===== src/rtl/if_pkg.sv =====
// Shared definitions for the instruction-fetch control block: FSM state
// encoding, instruction-memory geometry and the queue entry layout.
package if_pkg;

  typedef enum logic [1:0] {
    IDLE  = 2'd0,
    FETCH = 2'd1,
    HALT  = 2'd2
  } state_t;

  localparam int IM_WORDS = 1024;
  localparam int INSTR_W  = 32;
  localparam int PC_W     = 64;
  // Word-index width into instruction memory (10 bits for 1024 words).
  localparam int IM_IDX_W = $clog2(IM_WORDS);

  // One fetched instruction together with the byte PC it came from.
  typedef struct packed {
    logic [INSTR_W-1:0] instr;
    logic [PC_W-1:0]    pc;
  } fetch_ent_t;

  // Instructions are word aligned; any low-bit set is a misaligned fetch.
  function automatic logic pc_misaligned(input logic [PC_W-1:0] pc);
    return (pc[1:0] != 2'b00);
  endfunction

endpackage


===== src/rtl/if_queue.sv =====
// Small circular FIFO holding fetched instructions between fetch and decode.
// DEPTH must be a power of two (2 or 4) so the pointers wrap naturally.
// A push while full is accepted only when a pop happens in the same cycle.
// Flush empties the queue in one cycle and takes priority over push/pop.
module if_queue #(
  parameter int DEPTH = 2,
  parameter int W     = 96
) (
  input  logic                     clk,
  input  logic                     reset,
  input  logic                     i_push,
  input  logic                     i_pop,
  input  logic                     i_flush,
  input  logic [W-1:0]             i_din,
  output logic [W-1:0]             o_dout,
  output logic [$clog2(DEPTH):0]   o_count
);

  localparam int PW = $clog2(DEPTH);

  logic [W-1:0]  r_mem [DEPTH];
  logic [PW-1:0] r_wr_ptr;
  logic [PW-1:0] r_rd_ptr;
  logic [PW:0]   r_count;
  logic          w_full;
  logic          w_empty;
  logic          w_push;
  logic          w_pop;

  assign w_full  = (r_count == (PW+1)'(DEPTH));
  assign w_empty = (r_count == '0);
  assign w_push  = i_push && (!w_full || i_pop);
  assign w_pop   = i_pop && !w_empty;

  // Pointer and occupancy bookkeeping; flush and reset both empty the queue.
  always_ff @(posedge clk) begin
    if (reset || i_flush) begin
      r_wr_ptr <= '0;
      r_rd_ptr <= '0;
      r_count  <= '0;
    end else begin
      if (w_push) r_wr_ptr <= r_wr_ptr + 1'b1;
      if (w_pop)  r_rd_ptr <= r_rd_ptr + 1'b1;
      case ({w_push, w_pop})
        2'b10:   r_count <= r_count + 1'b1;
        2'b01:   r_count <= r_count - 1'b1;
        default: r_count <= r_count;
      endcase
    end
  end

  // Entry storage; no reset needed since the head is masked while empty.
  always_ff @(posedge clk) begin
    if (w_push && !i_flush && !reset) r_mem[r_wr_ptr] <= i_din;
  end

  // Head entry reads as zero when empty so outputs are clean after reset/flush.
  assign o_dout  = w_empty ? '0 : r_mem[r_rd_ptr];
  assign o_count = r_count;

endmodule


===== src/rtl/if_control.sv =====
// Instruction-fetch control: IDLE/FETCH/HALT FSM, PC register, sticky fault
// and an instruction queue (if_queue) feeding decode.
// Optional macro IF_CTRL_BOUND_CHECK_EN: when defined, a PC outside the
// 4 KiB instruction memory faults like a misaligned PC; when undefined the
// upper PC bits are ignored and im_addr aliases modulo IM_WORDS.
module if_control
  import if_pkg::*;
#(
  parameter logic [63:0] RESET_PC = 64'h0,
  parameter int          QDEPTH   = 2
) (
  input  logic                clk,
  input  logic                reset,
  input  logic                start,
  output logic [63:0]         im_addr,
  input  logic [INSTR_W-1:0]  im_instr,
  input  logic                br_valid,
  input  logic [63:0]         br_target,
  output logic                out_valid,
  input  logic                out_ready,
  output logic [INSTR_W-1:0]  out_instr,
  output logic [63:0]         out_pc,
  output logic                fault
);

  localparam int CW = $clog2(QDEPTH) + 1;

  state_t        r_state;
  logic [63:0]   r_pc;
  logic          r_fault;

  logic          w_fault_det;
  logic          w_push;
  logic          w_pop;
  logic          w_full;
  logic          w_empty;
  logic [CW-1:0] w_count;
  fetch_ent_t    w_din;
  fetch_ent_t    w_dout;

  // Fault detection only matters while actively fetching.
  always_comb begin
    w_fault_det = 1'b0;
    if (r_state == FETCH) begin
      w_fault_det = pc_misaligned(r_pc);
`ifdef IF_CTRL_BOUND_CHECK_EN
      if (r_pc[63:IM_IDX_W+2] != '0) w_fault_det = 1'b1;
`endif
    end
  end

  assign w_full  = (w_count == CW'(QDEPTH));
  assign w_empty = (w_count == '0);

  // A redirect suppresses both queue ops; a full queue still takes a push
  // when the head is leaving in the same cycle.
  assign w_pop  = !w_empty && out_ready && !br_valid;
  assign w_push = (r_state == FETCH) && !br_valid && !w_fault_det &&
                  (!w_full || w_pop);

  assign w_din.instr = im_instr;
  assign w_din.pc    = r_pc;

  // FSM, PC and sticky fault; reset beats redirect, redirect beats start.
  always_ff @(posedge clk) begin
    if (reset) begin
      r_state <= IDLE;
      r_pc    <= RESET_PC;
      r_fault <= 1'b0;
    end else if (br_valid) begin
      r_pc    <= br_target;
      r_fault <= 1'b0;
      if (r_state == HALT) r_state <= FETCH;
    end else begin
      case (r_state)
        IDLE: begin
          if (start) r_state <= FETCH;
        end
        FETCH: begin
          if (w_fault_det) begin
            r_fault <= 1'b1;
            r_state <= HALT;
          end else if (w_push) begin
            r_pc <= r_pc + 64'd4;
          end
        end
        HALT: begin
          r_state <= HALT;
        end
        default: r_state <= IDLE;
      endcase
    end
  end

  if_queue #(
    .DEPTH (QDEPTH),
    .W     ($bits(fetch_ent_t))
  ) u_queue (
    .clk     (clk),
    .reset   (reset),
    .i_push  (w_push),
    .i_pop   (w_pop),
    .i_flush (br_valid),
    .i_din   (w_din),
    .o_dout  (w_dout),
    .o_count (w_count)
  );

  // Memory is addressed by word index from the low PC bits in every state.
  assign im_addr   = {{(64-IM_IDX_W){1'b0}}, r_pc[IM_IDX_W+1:2]};
  assign out_valid = !w_empty;
  assign out_instr = w_dout.instr;
  assign out_pc    = w_dout.pc;
  assign fault     = r_fault;

endmodule

===== config.mk =====
export PLATFORM = sky130hd
export DESIGN_NAME = if_control
export DESIGN_NICKNAME = d
export VERILOG_FILES = /design/src/rtl/if_pkg.sv /design/src/rtl/if_queue.sv /design/src/rtl/if_control.sv
export SDC_FILE = /design/constraint.sdc
export NUM_CORES = 1
export LEC_CHECK = 0
export ABC_CLOCK_PERIOD_IN_PS = 17500
export CAP_MARGIN = 20
export CORE_ASPECT_RATIO = 2
export CORE_MARGIN = 1
export CORE_UTILIZATION = 51
export DETAILED_ROUTE_END_ITERATION = 10
export PLACE_DENSITY = 0.8
export SETUP_SLACK_MARGIN = 0.02
export SYNTH_ARGS = -nofsm -noshare
export SYNTH_HDL_FRONTEND = slang
export SYNTH_HIERARCHICAL = 1
export SYNTH_SLANG_ARGS = --single-unit

===== constraint.sdc =====
create_clock -name clk -period 17.5 [get_ports clk]
set_input_delay 3.5 -clock clk [delete_from_list [all_inputs] [get_ports clk]]
set_output_delay 3.5 -clock clk [all_outputs]
set_load 0.05 [all_outputs]

==> summary by stage, run 1 <==
Die
The die width is about 110 um. The floorplan has 79 rows. The area of the core is roughly 0.023 mm^2. For this configuration, the core starts out at a cell density of a little over half. The die is around 220 um tall. During I/O placement, the number of pins put on the boundary was 263.

The die outline area is between 0.02 and 0.025 mm^2.

Detailed routing
The via-per-instance ratio is 5.64. The number of antenna-violating nets in the routed design is 0. The routed length per instance is 18.9 um. Summed over all layers, the routed wires come to ~28 mm. The detailed-routing iteration count for the pre-antenna-repair pass is 6. For this block, the initial DRC count from the detailed router was 485. The total number of vias is 8306. For this run, design rule violations remaining after detail routing come to 0.

Timing
In the post-route analysis, the smallest setup slack over all paths is ~11 ns. The worst pin sits at a relative slew slack of 30.5%. The count of pins over their slew limit is 0. Setup violations remaining at the end of the flow were counted as 0. The clock skew is around 0.014 ns. On the final layout, the worst hold slack is around 0.49 ns. Setup repair after global routing left no endpoint under its margin. For the final routed database, the setup TNS stands at 0 ns. For the pin with the worst max-slew slack, the measured transition is 1.04 ns. The final critical delay including setup and external delays is a little under 7 ns. The achievable frequency is ~140 MHz. In the finished design, the share of the clock period the worst path needs comes to approximately 40%. The total count of hold-check failures in the final report is 0.

Global routing
The total congestion overflow after global routing is 0. The first global-routing pass estimated ~43 mm of wire. The number of global-route vias before repair is about 7900. The largest net degree at the start of global routing is 95. The initial antenna violation count is 0. Across every metal layer, demand over resource in global routing totals between 20 and 25%.

Run
Across the run, the number of max-cap violations was 0.

Synth
In the synthesized netlist, the number of instances is ~1000. The total standard cell area after synthesis is about 0.012 mm^2. Of all cell types, the one taking the most synthesized area is sky130_fd_sc_hd__edfxtp_1. The number of distinct library cells after synthesis is 62. Summing the sequential cell areas from Yosys gives approximately three fifths of the chip area.

The share of synthesized registers carrying an async set or reset is 0%. In the post-synthesis netlist, the biggest area contributors are sky130_fd_sc_hd__edfxtp_1 48%, sky130_fd_sc_hd__dfxtp_1 12%, sky130_fd_sc_hd__mux2i_1 8.5%. For this run, the leading register cell type out of synthesis is sky130_fd_sc_hd__edfxtp_1.

Each instance of the synthesized netlist takes up on average around 12 um^2. Yosys mapped a number of flops with a built-in enable equal to between 150 and 200. The share of the synthesized area in the top cell type is 47.7%.

The number of synthesis warnings is 6. The synthesized design contains 264 register bits.

Clock tree
The number of gates resized after CTS was 0. Post-CTS timing repair inserted 0 buffers for setup. The number of H-tree levels is 1. The maximum buffer depth of the clock tree is 3. At the later pin of the worst-skew pair, clock insertion delay measures 0.52 ns. Hold repair after CTS inserted 0 buffers. The clock buffer count from CTS is 23. The clock-pin slew of the registers on the worst-case setup and hold paths is ~0.07 ns.

The master cell of the clock root buffer is sky130_fd_sc_hd__clkbuf_16. For this design, the sink count on the clock tree is roughly 260. TritonCTS built the clock tree.

Cells and area
The final cell count without fillers is 1473. The total number of nets in the final design is around 1300. 0 antenna diodes ended up in the layout.

From synthesis to final layout, the design area changed by 22.1%. The layout cell share with drive strength beyond 1 is 5.63%.

Critical path
The critical path is of the flop to primary output type. The logic depth of the worst register-to-register path is 8. The sort of element at the start of the critical path is a flop. The worst endpoint data arrival time is 3.46 ns.

The worst setup path is captured at a primary output. The required time of the critical path is 14.00 ns. The launch point of the worst reg-to-reg path is r_state[1]$_SDFFE_PP0P_. In this run the worst path has a maximum fanout of 52.

Hold path
In this run the worst hold path is classified as flop to flop. The launch instance of the worst min-delay path is r_pc[63]$_SDFFE_PP0P_. The worst hold path passes through 0 cells.

Place
The post-DP HPWL is about 19 mm. The routability-driven placement congestion ratio is roughly 0.81. The cell count after placement is approximately 1400. Input and output buffers added on the ports amount to about 210. Prior to clock tree synthesis, the placed netlist has a worst setup slack of between 10 and 15 ns.

Run status
The flow ran to the end, and the final reports show no timing, DRC or antenna violations.

Power and ir drop
In this run the power density over the cells is about 90 mW/mm^2. For this design the static power due to leakage is a little under 0.005 uW. The largest vdd supply drop is 0.0000717 V.
[sequential cells by signal (all words and copies together), names as in the netlist, named ones only]
name              count
u_queue/r_rd_ptr      1
fault                 1
u_queue/r_mem       192
u_queue/r_wr_ptr      1
u_queue/o_count       2
r_state               2
r_pc                 64
[worst paths after layout]
kind / to / slack [ns]
worst max-delay path: out_pc[22] / 10.54
worst min-delay path: u_queue/r_mem[1][63]$_DFFE_PP_ / 0.49
worst max register to register: u_queue/r_mem[0][21]$_DFFE_PP_ / 13.90
worst min register to register: u_queue/r_mem[1][63]$_DFFE_PP_ / 0.49
[worst max-delay path, cell delays in order (launching register included)]
cell                              delay, ns
sky130_fd_sc_hd__dfxtp_4               0.87
sky130_fd_sc_hd__buf_4                 0.80
sky130_fd_sc_hd__mux2i_1               0.23
sky130_fd_sc_hd__nor2_1                0.14
sky130_fd_sc_hd__clkdlybuf4s50_1       0.81
[layer usage]
metal,share of wire (%),GRT usage (%),vias to the layer above
li1,-,-,3960
met1,35,23.6,3961
met2,55,43.0,321
met3,4.9,3.03,64
met4,5.3,13.0,0
met5,0,0,-
[cell type report]
type	instances	area [um^2]
sequential	264	7210
multi-input combinational	643	4260
inverter	25	93.8
fill	1785	8460
clock inverter	13	96.3
clock buffer	28	614
timing repair buffer	217	2140
tap	283	354
[synthesized netlist by cell type, types with 3 or more instances]
cell type,count
sky130_fd_sc_hd__buf_1,5
sky130_fd_sc_hd__nand3_1,16
sky130_fd_sc_hd__or4_1,3
sky130_fd_sc_hd__inv_1,25
sky130_fd_sc_hd__and4_1,23
sky130_fd_sc_hd__ha_1,5
sky130_fd_sc_hd__xnor2_1,20
sky130_fd_sc_hd__nor3_1,28
sky130_fd_sc_hd__and3_1,19
sky130_fd_sc_hd__nor4_4,3
sky130_fd_sc_hd__dfxtp_1,72
sky130_fd_sc_hd__buf_2,14
sky130_fd_sc_hd__or3_1,13
sky130_fd_sc_hd__mux2i_1,103
sky130_fd_sc_hd__nand4_1,15
sky130_fd_sc_hd__a2111oi_1,4
sky130_fd_sc_hd__nand2_1,28
sky130_fd_sc_hd__a2111oi_2,4
sky130_fd_sc_hd__a311o_1,4
sky130_fd_sc_hd__edfxtp_1,192
sky130_fd_sc_hd__o2111ai_1,3
sky130_fd_sc_hd__a21oi_1,4
sky130_fd_sc_hd__buf_4,70
sky130_fd_sc_hd__a311oi_1,17
sky130_fd_sc_hd__nor4_1,11
sky130_fd_sc_hd__o211a_1,3
sky130_fd_sc_hd__nor2_1,148
sky130_fd_sc_hd__o211ai_1,3
sky130_fd_sc_hd__nor2b_1,10
sky130_fd_sc_hd__and2_1,7
sky130_fd_sc_hd__a211o_1,4
sky130_fd_sc_hd__o21ai_0,21
sky130_fd_sc_hd__a21boi_0,3
sky130_fd_sc_hd__a211oi_1,30
sky130_fd_sc_hd__a2111oi_0,3
sky130_fd_sc_hd__o2111a_1,5
sky130_fd_sc_hd__clkbuf_1,34
sky130_fd_sc_hd__xor2_1,4
[per-stage QoR]
stage	power [uW]	area, um^2	utilization, %
after floorplan	799	12300	-
after global placement	834	14100	60.5
after detailed placement	837	14100	60.5
after CTS	1310	14800	63.6
after global routing	1340	14800	63.6
final	1310	14800	63.6
[placed cells by master (no fill, tap or decap), types with 7 or more instances in the layout]
cell,count
sky130_fd_sc_hd__o21ai_0,21
sky130_fd_sc_hd__nand2_1,28
sky130_fd_sc_hd__and2_1,7
sky130_fd_sc_hd__a211oi_1,30
sky130_fd_sc_hd__nor2b_1,10
sky130_fd_sc_hd__or3_1,13
sky130_fd_sc_hd__clkdlybuf4s50_1,206
sky130_fd_sc_hd__nand3_1,16
sky130_fd_sc_hd__mux2i_1,103
sky130_fd_sc_hd__buf_4,9
sky130_fd_sc_hd__dfxtp_1,71
sky130_fd_sc_hd__nor3_1,28
sky130_fd_sc_hd__a311oi_1,17
sky130_fd_sc_hd__and4_1,23
sky130_fd_sc_hd__conb_1,54
sky130_fd_sc_hd__xnor2_1,20
sky130_fd_sc_hd__inv_1,24
sky130_fd_sc_hd__and3_1,19
sky130_fd_sc_hd__edfxtp_1,192
sky130_fd_sc_hd__nor2_1,146
sky130_fd_sc_hd__clkbuf_16,23
sky130_fd_sc_hd__nand4_1,15
sky130_fd_sc_hd__nor4_1,11
[power by group]
group / total (uW) / internal [uW] / switching (uW) / leakage (uW)
Sequential: 706 / 685 / 21.4 / 0.00235
Clock: 481 / 265 / 216 / 0.000350
Combinational: 118 / 43.5 / 74.1 / 0.00219
[kinds of logic (layout without fill, tap and decap cells)]
logic type / Yosys count / after routing / share of synthesized area [%]
buffers and inverters: 150 / 283 / 7.04
adder cells (fa/ha/maj): 5 / 5 / 0.517
XOR/XNOR: 24 / 24 / 1.74
multiplexers: 103 / 103 / 8.52
other: 1 / 54 / 0.0310
AO/OA/AOI/OAI: 119 / 119 / 7.92
flip-flops: 264 / 264 / 59.6
AND/OR/NAND/NOR: 338 / 338 / 14.7
No activity file was read; power rests on OpenSTA's default activity.
==> inputs of run 2 (changes only) <==
ABC_CLOCK_PERIOD_IN_PS = 7000   (was 17500)
clock period = 7 ns   (was 17.5 ns; I/O delays follow)
==> run 2 against run 1 <==
- utilization about the same
- clock power increased by 150%
- worst hold slack gained 0.0051 ns
- first-iteration DRC count shrank 3.9%
- combinational power rose to 2.5 times the previous value
- cell count is 0.20% higher
- count of clock-buffer cells in the layout up 5
- global-route usage is 0.57 points higher
- largest power group unchanged
- highest routed layer unchanged
==> summary by stage, run 2 (synthesized netlist as in run 1, its figures left out) <==
Critical path
The endpoint of the lowest-slack register-to-register path is r_pc[56]$_SDFFE_PP0P_. In this run the critical register-to-register path is launched from r_pc[3]$_SDFFE_PP0P_. Across all register-to-register paths, the minimum setup slack is roughly 3.5 ns. Counting buffers and inverters, the worst setup path is 4 cells deep. The delay of the slowest critical-path stage is slightly below 1 ns. Of all nets on the critical path, the largest fanout is 55. The number of buffers and inverters on the critical path is 2. At the worst endpoint, the arrival time is about 3.5 ns. The kind of critical path is flop to primary output. Walking the worst path, the cells encountered are buf_4 > mux2i_1 > nor2_1 > clkdlybuf4s50_1. For the worst flop-to-flop path, the logic depth is 6. STA classifies the critical path startpoint as a flop. The slowest stage of the critical path is the sky130_fd_sc_hd__dfxtp_4 cell. For the worst setup path, the data required time is ~5.6 ns. The cell family contributing the most delay on the critical path is buffers and inverters. The critical path endpoint category is a primary output.

Timing
The setup-violating endpoint count in the final report is 0. The final critical path takes up roughly 70% of the cycle. The total count of hold-check failures in the final report is 0. The final total negative setup slack is 0 ns. Measured against its own limit, the worst slew margin works out to roughly 29%.

The count of pins over their slew limit is 0. The routed design could run at a clock period as short as around 5 ns. On the final layout, the worst clock skew is about 0.018 ns. Setup repair after global routing left no endpoint under its margin. For the pin with the worst max-slew slack, the measured transition is about 1.1 ns. The achievable frequency is 204 MHz.

Clock tree
The clock-pin slew of the registers on the worst-case setup and hold paths is around 0.070 ns. The clock buffer count from CTS is 23. The TritonCTS clock tree is built.

The number of buffers added for setup after CTS is 0. The master cell of the clock root buffer is sky130_fd_sc_hd__clkbuf_16. CTS built an H-tree with a depth of 1. The count of hold buffers inserted by post-cts repair is 0. The insertion delay to the later sink of the worst-skew pair is between 0.5 and 0.6 ns.

The number of resized instances in the post-cts repair step is 0. The number of sinks handled by clock tree synthesis is 264. No sink is reached through more buffers than the 3 on the longest clock path.

Detailed routing
The routed design has 28.6 mm of wire. The routed length per instance is 19.3 um. The number of antenna-violating nets in the routed design is 0. Using the TritonRoute via totals, the vias-per-cell ratio works out to ~5.8. In the routed design, unresolved DRC markers number 0. Summing over every cut layer, the via total after detailed routing is 8520. Before antenna repair, the detailed router went through 5 iterations. The detailed router's first-iteration violation count is around 470.

Global routing
The number of global-route vias before repair is approximately 8100. The largest net degree at the start of global routing is slightly below 80. The initial antenna violation count is 0. For this run the aggregate overflow at the end of global routing stands at 0. The global routing usage summed across all routing layers is ~23%. The wire length of the first global-routing pass is approximately 44 mm.

Die
The die height is 220 um. The cell row count is just under 80. The die covers between 0.02 and 0.025 mm^2.

The top-level I/O count is approximately 260. The die width is between 100 and 150 um. The initial core utilization is 52.1%. The core region is about 0.023 mm^2.

Cells and area
The area added between synthesis and finish is 22.0%. More flip-flops sit in one register than any other, and that register is u_queue/r_mem. Of the cells placed in the final design, the portion with a size suffix greater than 1 is about 5.6%. The fill cell instance count of the final layout is ~1800. The register with the most flip-flops in the layout has around 190 of them. The post-route core utilization is around 64%. The total number of nets in the final design is around 1300. Once layout is done, the placed cells without fillers occupy ~0.015 mm^2.

In the layout the commonest cells are 206 x sky130_fd_sc_hd__clkdlybuf4s50_1, 192 x sky130_fd_sc_hd__edfxtp_1, 146 x sky130_fd_sc_hd__nor2_1. The largest registers in the layout are u_queue/r_mem x192, r_pc x64. The count of antenna diodes in the layout is 0.

The leading cell type in the layout, fill and taps excluded is sky130_fd_sc_hd__clkdlybuf4s50_1.

Place
The routability-driven placement congestion ratio is about 0.80. The post-DP HPWL is between 15 and 20 mm. The port buffer count is 208. The placed cell area is approximately 0.014 mm^2.

Power and ir drop
The internal portion of the total power is 2450 uW. The total power draw is 3240 uW. The leakage power of the design is roughly 0.005 uW. In this run, the combinational gates consume under 10% of the power. The share of total power in the clock network is approximately 36%. The total power divided by cell area is between 200 and 250 mW/mm^2.

The fraction of power spent switching nets is about a quarter. The switching power total is approximately 800 uW. In this run, flip-flops and latches consume between 50% and 60% of the power. The largest vdd supply drop is around 0.00021 V.

Hold path
For hold timing, the worst endpoint is u_queue/r_wr_ptr$_SDFFE_PP0P_. The worst hold path passes through 2 cells. The type of the most critical hold path is flop to flop. The launch instance of the worst min-delay path is u_queue/r_wr_ptr$_SDFFE_PP0P_.

Run status
The run finished with clean final reports.

Run
The max capacitance violation total is 0.
run 2: changes by cell type in the layout (fill, tap and decap cells not counted), moves of 2 or more:
cell                         before  now
sky130_fd_sc_hd__buf_4            9   11
sky130_fd_sc_hd__clkinv_4         2    0
sky130_fd_sc_hd__clkbuf_1         3    9
sky130_fd_sc_hd__clkinvlp_4       0    4
sky130_fd_sc_hd__clkinv_2         4    2
sky130_fd_sc_hd__clkinv_1         4    1
run 2: power groups by stage:
stage	sequential, uW	clock (uW)	combinational (uW)
detailed placement	1800	0	297
global placement	1790	0	291
CTS	1760	1200	299
floorplan	1780	0	220
finish	1760	1180	299
global route	1770	1250	317
run 2: worst max-delay path by stage:
| stage | start | end | slack, ns |
|---|---|---|---|
| final | flop | out_pc[6] | 2.10 |
| after global routing | flop | out_pc[6] | 1.98 |
| after CTS | flop | out_pc[6] | 2.08 |
| after detailed placement | out_ready | u_queue/r_mem[1][47]$_DFFE_PP_ | 2.28 |
| after global placement | out_ready | u_queue/r_mem[1][47]$_DFFE_PP_ | 2.36 |
| after floorplan | br_valid | u_queue/r_mem[0][0]$_DFFE_PP_ | 0.06 |
run 2: final cells by class:
class	instances	area (um^2)	area share, %
sequential	264	7210	48.8
multi-input combinational	643	4270	28.9
timing repair buffer	219	2150	14.6
clock buffer	33	623	4.22
tap	283	354	2.40
inverter	25	93.8	0.636
clock inverter	9	61.3	0.415
run 2: layer usage:
metal,track usage (%),routed length [um],vias up
li1,-,-,3961
met1,24.7,10000,4140
met2,44.0,15600,346
met3,2.64,1440,73
met4,13.0,1450,0
met5,0,0,-
run 2: through the flow:
step	setup slack, ns	hold slack [ns]	instances
finish	2.10	0.498	1476
detailed placement	2.28	0.476	1434
floorplan	0.0569	0.441	1057
global placement	2.36	0.462	1434
CTS	2.08	0.494	1476
global route	1.98	0.525	1476
run 2: worst min-delay path, cell delays in order, from the launching register on:
cell and delay, ns:
sky130_fd_sc_hd__dfxtp_1 0.33, sky130_fd_sc_hd__nand2_1 0.06, sky130_fd_sc_hd__mux2i_1 0.06
==> inputs of run 3 (changes only) <==
ABC_CLOCK_PERIOD_IN_PS = 4500   (was 7000)
CORE_UTILIZATION = 46   (was 51)
PLACE_DENSITY = 0.76   (was 0.8)
clock period = 4.5 ns   (was 7 ns; I/O delays follow)
==> run 3 against run 2 <==
- flip-flop and latch count is the same
- first-iteration DRC count grew 2.4%
- cell count grew 4.7%
- register-to-register slack lost 1.8 ns
- non-clock buffer count grew 12
- design area grew 2.3%
- routed wire length grew 3.5%
- clock power grew 71%
- global-route usage shrank 1.2 points
- count of clock-buffer cells in the layout shrank 2
- critical path type unchanged
==> summary by stage, run 3 (synthesized netlist as in run 1, its figures left out) <==
Cells and area
In the final layout, the registers with the most flip-flops are u_queue/r_mem x192, r_pc x64. u_queue/r_mem holds more flip-flops than any other register. The number of flip-flops under the largest register name is 192.

The library cells used most frequently in the layout, excluding fill and tap cells, are 206 x sky130_fd_sc_hd__clkdlybuf4s50_1, 192 x sky130_fd_sc_hd__edfxtp_1, 145 x sky130_fd_sc_hd__nor2_1. The total number of nets in the final design is 1294. Relative to the synthesized area, the layout overhead comes to 24.9%.

The layout cell share with drive strength beyond 1 is roughly 7.1%. The count of cells in the finished layout, fillers not included, comes to 1545. The repair_antennas step left the layout with diodes totalling 0. Leaving out fill and tap cells, the most frequent cell in the layout is sky130_fd_sc_hd__clkdlybuf4s50_1.

Power and ir drop
Dividing total power by cell area gives a power density of 347 mW/mm^2. In this run the static leakage power is roughly 0.005 uW. The worst-case IR drop observed on VDD is about 0.00020 V.

Clock tree
The clock reaches the later pin of the worst-skew pair after 0.53 ns. The number of clock buffers added by TritonCTS is 23. The clock-pin slew of the registers on the worst-case setup and hold paths is approximately 0.070 ns. The TritonCTS clock tree is built. The number of buffers added for setup after CTS is 0. The number of resized instances in the post-cts repair step is 0. The count of hold buffers inserted by post-cts repair is 0. The tree built by TritonCTS fans out to 264 sinks. The longest clock path from root to sink contains 3 buffers. CTS built an H-tree with a depth of 1. The cell sitting at the root of the clock tree is a sky130_fd_sc_hd__clkbuf_16.

Place
The count of buffers added on input and output ports is around 210. The routability-driven placement congestion ratio is just over 0.8. The post-DP HPWL is about 21 mm. The cell count after placement is 1503.

Global routing
Global routing finished with a remaining overflow of 0. The global routing usage summed across all routing layers is 22.0%. The initial antenna violation count is 0. The first global-routing pass estimated ~45 mm of wire. The largest net degree at the start of global routing is 71.

The number of global-route vias before repair is approximately 8300.

Timing
The worst pin sits at a relative slew slack of roughly two fifths. The total count of hold-check failures in the final report is 0. Setup repair after global routing left no endpoint under its margin.

The post-route clock period utilization is around four fifths. For this run, the top clock speed supported by timing is around 270 MHz. The setup-violating endpoint count in the final report is 0. Between clock sinks in the finished design, the worst skew comes to roughly 0.019 ns.

The final critical delay including setup and external delays is between 3 and 4 ns. The tightest hold margin is between 0.4 and 0.5 ns. The count of pins over their slew limit was 0. For the pin with the worst max-slew slack, the measured transition is between 0.8 and 0.9 ns.

Die
~260 I/O pins were placed. The cell row count is 83. The die width is between 100 and 150 um. The die outline area is around 0.027 mm^2.

For this configuration, the core starts out at a cell density of 47.0%. The core region is between 0.02 and 0.03 mm^2. The die height is 231 um.

Detailed routing
The routed length per instance is 19.1 um. For this run, design rule violations remaining after detail routing come to 0. The pre-antenna-repair detailed-routing pass consisted of 5 iterations. Using the TritonRoute via totals, the vias-per-cell ratio works out to 5.50. The count of nets left with antenna violations once routing finished came out at 0. The detailed router's first-iteration violation count is about 480. For this block, the routed nets add up to 29.6 mm of wire. The total number of vias is 8505.

Hold path
In this run the worst hold path is classified as flop to flop. The launch instance of the worst min-delay path is u_queue/r_wr_ptr$_SDFFE_PP0P_. The path with the worst hold slack has its endpoint at u_queue/r_wr_ptr$_SDFFE_PP0P_. The worst hold path depth is 2.

Critical path
At the worst endpoint, the required time is approximately 3.6 ns. The kind of critical path is flop to primary output. The logic depth of the worst register-to-register path is 8. The worst setup path is launched from a flop. In this run the register-to-register setup slack is between 1.5 and 2 ns.

The worst endpoint data arrival time is 2.74 ns. Of all nets on the critical path, the largest fanout is 34. The endpoint of the lowest-slack register-to-register path is r_pc[58]$_SDFFE_PP0P_. The startpoint identified for the worst register-to-register timing path is r_pc[2]$_SDFFE_PP0P_. The worst setup path is captured at a primary output.

Run status
The run finished with clean final reports.

Run
The max capacitance violation total is 0.
## run 3: routing by layer
metal | global-route usage [%] | vias to the layer above | wire, um
li1 | - | 3992 | -
met1 | 22.9 | 4113 | 10000
met2 | 41.4 | 334 | 16400
met3 | 2.82 | 66 | 1710
met4 | 12.0 | 0 | 1430
met5 | 0 | - | 0
## run 3: cell type report
class	instances	area, um^2
Fill cell	2120	10600
Sequential cell	264	7210
Multi-Input combinational cell	643	4290
Timing Repair Buffer	231	2320
Clock buffer	31	626
Tap cell	340	425
Clock inverter	11	141
Inverter	25	93.8
## run 3: worst max-delay path by stage
| stage | endpoint | slack [ns] | cells after the start |
|---|---|---|---|
| floorplan | u_queue/r_mem[1][0]$_DFFE_PP_ | -0.74 | 7 |
| global placement | r_pc[11]$_SDFFE_PP0P_ | 1.30 | 7 |
| detailed placement | r_pc[5]$_SDFFE_PP0P_ | 1.22 | 7 |
| CTS | out_instr[27] | 0.80 | 4 |
| global route | out_instr[22] | 0.77 | 4 |
| finish | out_instr[27] | 0.86 | 4 |
## run 3: report_power, final
part / total [uW] / switching [uW] / internal [uW]
registers: 2740 / 79.3 / 2660
clock network: 2020 / 868 / 1160
logic: 472 / 297 / 174
## run 3: worst max-delay path, stage by stage (launching register included)
cell	delay, ns
sky130_fd_sc_hd__dfxtp_4	0.73
sky130_fd_sc_hd__buf_12	0.33
sky130_fd_sc_hd__mux2i_1	0.12
sky130_fd_sc_hd__nor2_1	0.17
sky130_fd_sc_hd__clkdlybuf4s50_1	0.83
## run 3: stage by stage
step                area (um^2)  total power, uW  utilization, %  TNS, ns  worst slack (ns)
floorplan                 12400             3110               -   -80.85            -0.742
global placement          14300             3250            55.7        0              1.30
detailed placement        14300             3260            55.7        0              1.22
CTS                       15100             5270            58.7        0             0.801
global route              15100             5390            58.7        0             0.774
finish                    15100             5240            58.7        0             0.858
